===== src/rtl/ddr_in_capture.sv =====
// DDR input capture for the HyperRAM read path: samples din on both clock edges,
// orders each beat pair by a slippable phase and packs PACK pairs into one word.
module ddr_in_capture #(
  parameter int WIDTH = 8,
  parameter int PACK  = 2
) (
  input  logic                      clk,
  input  logic                      reset,
  input  logic [WIDTH-1:0]          din,
  input  logic                      cap_en,
  input  logic                      slip,
  output logic [WIDTH-1:0]          beat0,
  output logic [WIDTH-1:0]          beat1,
  output logic                      pair_vld,
  output logic                      phase,
  output logic [2*WIDTH*PACK-1:0]   word,
  output logic                      word_vld,
  output logic [15:0]               word_cnt
);

  localparam int PW = 2 * WIDTH;
  localparam int WW = PW * PACK;
  localparam int CW = (PACK > 1) ? $clog2(PACK) : 1;
  localparam logic [CW-1:0] CNT_LAST = CW'(PACK - 1);

  logic [WIDTH-1:0] r_q;
  logic [WIDTH-1:0] f_q;
  logic [WIDTH-1:0] f_prev_q;
  logic             cap_q;
  logic             slip_q;

  logic [WIDTH-1:0] beat0_q, beat0_d;
  logic [WIDTH-1:0] beat1_q, beat1_d;
  logic             pair_vld_q, pair_vld_d;
  logic             phase_q, phase_d;

  logic [CW-1:0]    cnt_q, cnt_d;
  logic [WW-1:0]    part_q, part_d;
  logic [WW-1:0]    word_q, word_d;
  logic             word_vld_q, word_vld_d;
  logic [15:0]      word_cnt_q, word_cnt_d;

  always_ff @(posedge clk or posedge reset) begin
    if (reset) begin
      r_q      <= '0;
      f_prev_q <= '0;
      cap_q    <= 1'b0;
      slip_q   <= 1'b0;
    end else begin
      r_q      <= din;
      f_prev_q <= f_q;
      cap_q    <= cap_en;
      slip_q   <= slip;
    end
  end

  // The only negative-edge flop: the beat between two rising edges.
  always_ff @(negedge clk or posedge reset) begin
    if (reset) begin
      f_q <= '0;
    end else begin
      f_q <= din;
    end
  end

  // A slip toggles which sample leads and voids the pair straddling the change.
  always_comb begin
    phase_d    = phase_q ^ slip_q;
    pair_vld_d = cap_q & ~slip_q;
    if (phase_d) begin
      beat0_d = f_prev_q;
      beat1_d = r_q;
    end else begin
      beat0_d = r_q;
      beat1_d = f_q;
    end
  end

  always_comb begin
    cnt_d      = cnt_q;
    part_d     = part_q;
    word_d     = word_q;
    word_vld_d = 1'b0;
    word_cnt_d = word_cnt_q;
    if (slip_q) begin
      cnt_d  = '0;
      part_d = '0;
    end else if (pair_vld_q) begin
      for (int i = 0; i < PACK; i++) begin
        if (cnt_q == CW'(i)) begin
          part_d[i*PW +: PW] = {beat1_q, beat0_q};
        end else begin
          part_d[i*PW +: PW] = part_q[i*PW +: PW];
        end
      end
      if (cnt_q == CNT_LAST) begin
        cnt_d      = '0;
        word_d     = part_d;
        word_vld_d = 1'b1;
        word_cnt_d = word_cnt_q + 16'd1;
      end else begin
        cnt_d = cnt_q + CW'(1);
      end
    end else begin
      word_vld_d = 1'b0;
    end
  end

  always_ff @(posedge clk or posedge reset) begin
    if (reset) begin
      beat0_q    <= '0;
      beat1_q    <= '0;
      pair_vld_q <= 1'b0;
      phase_q    <= 1'b0;
      cnt_q      <= '0;
      part_q     <= '0;
      word_q     <= '0;
      word_vld_q <= 1'b0;
      word_cnt_q <= 16'd0;
    end else begin
      beat0_q    <= beat0_d;
      beat1_q    <= beat1_d;
      pair_vld_q <= pair_vld_d;
      phase_q    <= phase_d;
      cnt_q      <= cnt_d;
      part_q     <= part_d;
      word_q     <= word_d;
      word_vld_q <= word_vld_d;
      word_cnt_q <= word_cnt_d;
    end
  end

  assign beat0    = beat0_q;
  assign beat1    = beat1_q;
  assign pair_vld = pair_vld_q;
  assign phase    = phase_q;
  assign word     = word_q;
  assign word_vld = word_vld_q;
  assign word_cnt = word_cnt_q;

  ddr_in_capture_chk u_chk (
    .clk_i      (clk),
    .reset_i    (reset),
    .pair_vld_i (pair_vld_q),
    .word_vld_i (word_vld_q),
    .word_cnt_i (word_cnt_q)
  );

endmodule

// Packer invariants: a word strobe always follows a valid pair and steps the counter.
module ddr_in_capture_chk (
  input logic        clk_i,
  input logic        reset_i,
  input logic        pair_vld_i,
  input logic        word_vld_i,
  input logic [15:0] word_cnt_i
);

  a_word_follows_pair: assert property (@(posedge clk_i) disable iff (reset_i)
    word_vld_i |-> $past(pair_vld_i));

  a_word_cnt_steps: assert property (@(posedge clk_i) disable iff (reset_i)
    word_vld_i |-> (word_cnt_i == 16'($past(word_cnt_i) + 16'd1)));

endmodule

===== config.mk =====
export PLATFORM = sky130hd
export DESIGN_NAME = ddr_in_capture
export DESIGN_NICKNAME = d
export VERILOG_FILES = /design/src/rtl/ddr_in_capture.sv
export SDC_FILE = /design/constraint.sdc
export NUM_CORES = 1
export LEC_CHECK = 0
export ABC_CLOCK_PERIOD_IN_PS = 3800
export BUFFER_PORTS_ARGS = -buffer_cell sky130_fd_sc_hd__buf_2
export CAP_MARGIN = 10
export CORE_UTILIZATION = 38
export CTS_CLUSTER_DIAMETER = 100
export DETAILED_ROUTE_END_ITERATION = 16
export PLACE_DENSITY = 0.63
export SETUP_SLACK_MARGIN = 0.05
export SLEW_MARGIN = 20
export SYNTH_ARGS = -nofsm -noshare
export SYNTH_HDL_FRONTEND = slang
export SYNTH_SLANG_ARGS = --single-unit

===== constraint.sdc =====
create_clock -name clk -period 3.8 [get_ports clk]
set_input_delay 0.76 -clock clk [delete_from_list [all_inputs] [get_ports clk]]
set_output_delay 0.76 -clock clk [all_outputs]
set_load 0.02 [all_outputs]

-- Yosys cells after proc, flatten, opt, wreduce, memory -nomap -nowiden
Cells that the tools add are included.
- register bits after elaboration: 126
- input port bits: 12
- word-level logic and storage cells: 33
- add/subtract/negate cells: 2
- muxes and demuxes: 12
- bitwise logic cells: 3
- reductions and logical operators: 2
- operator list (operator ; number):
    32-bit 2-to-1 mux ; 2
    16-bit 2-to-1 mux ; 2
    16-bit by 1-bit adder with 16-bit output, second input constant ; 1
    8-bit 2-to-1 mux ; 2
    1-bit 2-to-1 mux ; 6
    3-bit AND reduction ; 1
    2-bit nonzero test ; 1
    1-bit adder, second input constant ; 1
    1-bit bitwise AND ; 1
    1-bit inverter ; 1
    1-bit bitwise XOR ; 1

-- Logic depth before layout (Yosys ltp)
- depth after elaboration: 4
- mapped depth: 6
- gate-level depth less buffers: 5

==> results.txt <==
The count of different cell masters after synthesis is 26. VDD sags by at most between 0.0002 and 0.0003 V. The netlist area before placement is 3940 um2. The largest individual stage delay along the critical path comes from the cell sky130_fd_sc_hd__clkinv_1. Setup violations remaining at the end of the flow were counted as 0.

The type of destination of the critical path is a flop. The routability congestion estimate from global placement is around 0.75. In the synthesized netlist the dominant register cell turns out to be sky130_fd_sc_hd__dfrtp_1. The total of flip-flops plus latches after synthesis is 110. The net switching power came out at between 0.0009 and 0.001 W. The maximum number of pins on one net before global-route repair is 42. The commonest cells after synthesis are sky130_fd_sc_hd__nand2_1 (138), sky130_fd_sc_hd__dfrtp_1 (102), sky130_fd_sc_hd__a21oi_1 (17). The initial core utilization is 0.398. The number of maximum-capacitance violations is 0.

The antenna cell count came out at 0. The antenna violation net count after detailed routing is 0. Setup repair after global routing left no endpoint under its margin. The average footprint of a synthesized cell came out at 11.7 um2. The final-report max-slew violation count came out at 0. The number of gates resized after cts is 0. The H-tree was split into 3 levels. The fraction of the yosys area taken by sequential cells is 0.698. The synthesized netlist net count came out at about 350. The slew at the pin closest to its max-slew limit came out at between 0.9 and 1 ns. After clock tree synthesis, the clock-pin slew on the worst setup and hold paths is about 0.10 ns. Using the TritonRoute via totals, the vias-per-cell ratio works out to 4.52.

The clock skew after layout is 0.0213 ns. The via count of the first global-routing pass is 2430. The number of clock sinks is 110. The routed metal-1 wirelength came out at about 3700 um. The number of fill cells came out at 935.

TritonCTS built the clock tree. Once layout is complete, the utilization of the core stands at 0.474. The part of the total power dissipated in combinational logic is 0.214. The clock latency at the later pin of the worst-skew pair is 0.37 ns.

The maximum fanout along the worst path came out at 41. Hold is met by ~0.42 ns. The total clock buffers created by CTS came out at 9. For this run, the detailed router's first-pass iteration total came to 4.

The power share of the sequential group came out at 0.514. The global-route congestion overflow total came out at 0. The worst setup path is launched from a flop. Measured along the x axis, the die boundary spans just over 100 um.

The setup fix buffers added after clock tree synthesis came out at 0. Of the cells placed in the final design, the portion with a size suffix greater than 1 is 0.286. The type of the worst setup path is flop to flop. The count of endpoints failing hold in the final timing report is 0. The number of flops mapped to enable cells by yosys came out at 0. The number of warnings printed during yosys synthesis came out at 0.

The internal portion of total power came out at 0.00197 W. The routed design uses 305 um of met3 wire. The fraction of post-synthesis cell area in the top cell type by area came out at 0.648.

The leakage power is ~2.5 nW. Summing internal, switching and leakage power gives 0.00289 W. In the final routed layout, each cell accounts on average for about 14 um. Dividing the final minimum period by the clock period gives 0.713. The largest area contributor in the synthesized netlist is sky130_fd_sc_hd__dfrtp_1. The detailed router finished its first iteration with around 150 violations. The number of placement rows is 36. The run finished with clean final reports. For this run, the slowest stage of the critical path takes between 0.9 and 1 ns.

The endpoint arrival time on the critical path came out at approximately 3.0 ns. The path type of the worst min-delay path is input port to asynchronous set/reset pin. The share of total power dissipated in the clock network is 0.273. The number of placed I/O pins is 79. Counting flops with an async set or reset pin after synthesis yields a share of 1.00. The number of remaining DRC errors came out at 0.

The total of hold buffers inserted after clock tree synthesis came out at 0. The number of antenna violations at the first check in global routing was 0. The length of routed met2 wiring is 3450 um.

The area of the die is ~11000 um2. Dividing total power by cell area gives a power density of around 620 nW/um2. The count of input and output buffers is 78. The net switching fraction of the power came out at 0.319.

The post-synthesis cell count came out at approximately 340. The net count of the finished layout is approximately 430. STA puts the critical path data required time at 4.10 ns. The worst setup timing slack at the placement stage is between 0.7 and 0.8 ns. The detailed placer's ending HPWL came out at ~5100 um. In the post-synthesis netlist, the biggest area contributors are sky130_fd_sc_hd__dfrtp_1 (65%), sky130_fd_sc_hd__nand2_1 (13%), sky130_fd_sc_hd__dfrtn_1 (5.1%).

The first global-routing pass estimated about 13000 um of wire. In this run the deepest clock path goes through 2 buffers. For this block, the routed nets add up to around 7600 um of wire. In the post-synthesis netlist, the cell with the most instances is sky130_fd_sc_hd__nand2_1. The total routing usage reported by global routing is 0.153. The final critical-path required period is about 2.7 ns. The clock tree root buffer cell is sky130_fd_sc_hd__clkbuf_8. Signal routing reaches up to met4. The signed area change from the synthesized netlist to the final layout came out at 19.1%.

The die height came out at 104 um. The total core area came out at between 9000 and 10000 um2. Walking the worst path, the cells encountered are buf_4 > nand3b_4 > clkinv_1 > nand4_1 > xnor2_1. The routed layout has about 2500 vias. The worst setup margin came out at approximately 1.1 ns. The worst pin sits at a relative slew slack of 0.334.

The highest attainable clock frequency came out at 369 MHz.
[metrics by stage]
step	TNS, ns	std cells	instance area, um2
floorplan	-0.716	336	3950
CTS	0	553	4690
detailed placement	0	537	4460
global placement	0	537	4460
global route	0	553	4690
finish	0	553	4690
[sequential cells by signal (all words and copies together) (netlist names)]
name and count:
cnt_q 1, word 32, pair_vld 1, word_cnt 16
phase 1, word_vld 1, slip_q 1, beat1 8
cap_q 1, part_q 16, r_q 8, f_q 8
f_prev_q 8, beat0 8
[layer usage]
metal  up-vias  GRT usage
met5         -          0
met4         0     0.0704
met3        10     0.0371
met2        59      0.219
met1      1211      0.218
li1       1217          -
[cell usage in the layout (no fill, tap or decap), types with 3 or more instances in the layout]
| master | Yosys | final |
|---|---|---|
| sky130_fd_sc_hd__buf_2 | 6 | 78 |
| sky130_fd_sc_hd__buf_4 | 1 | 5 |
| sky130_fd_sc_hd__a21oi_1 | 17 | 17 |
| sky130_fd_sc_hd__dfrtp_1 | 102 | 102 |
| sky130_fd_sc_hd__xnor2_1 | 11 | 11 |
| sky130_fd_sc_hd__clkinvlp_4 | 0 | 3 |
| sky130_fd_sc_hd__xor2_1 | 4 | 4 |
| sky130_fd_sc_hd__dfrtn_1 | 8 | 8 |
| sky130_fd_sc_hd__clkbuf_8 | 0 | 10 |
| sky130_fd_sc_hd__nand2_1 | 138 | 138 |
| sky130_fd_sc_hd__mux2_2 | 16 | 16 |
| sky130_fd_sc_hd__nand3_1 | 6 | 6 |
[path summary, 6_finish.rpt]
check                             start           end  slack, ns  depth (start not counted)
max                              slip_q   word_cnt[3]       1.09                          5
min                               reset   f_prev_q[5]       0.42                          2
max reg2reg                      slip_q   word_cnt[3]       1.09                          5
min reg2reg                word_cnt[15]  word_cnt[15]       0.48                          1
max in group asynchronous         reset        f_q[3]       1.22                          2
min in group clk           word_cnt[15]  word_cnt[15]       0.48                          1
[cells by family after synthesis]
family                   Yosys count  share of synthesized area
adder cells (fa/ha/maj)            1                    0.00317
flip-flops                       110                      0.698
AND/OR/NAND/NOR                  159                      0.170
buffers and inverters             17                     0.0210
XOR/XNOR                          16                     0.0403
AO/OA/AOI/OAI                     17                     0.0216
multiplexers                      16                     0.0457
[layout make-up]
class	count	area (um2)	area share
Sequential cell	110	2750	0.586
Timing Repair Buffer	83	428	0.0912
Multi-Input combinational cell	209	1110	0.236
Clock inverter	6	92.6	0.0197
Inverter	2	11.3	0.00240
Tap cell	133	166	0.0354
Clock buffer	10	138	0.0293
[power groups by stage]
stage	Clock, W	Sequential (W)	Combinational [W]
after floorplan	0	0.00166	0.000238
after global placement	0	0.00151	0.000614
after detailed placement	0	0.00151	0.000626
after CTS	0.000804	0.00149	0.000629
after global routing	0.000863	0.00151	0.000671
final	0.000788	0.00149	0.000617
[critical path: cells and delay by family, from the launching register on]
kind                      cells  cell delay [ns]
buffers and inverters         2             1.22
and+or+nand+nor               2             0.93
DFF                           1             0.33
xor gates and xnor gates      1             0.14
Note: power is estimated with default switching activity, not from simulation.
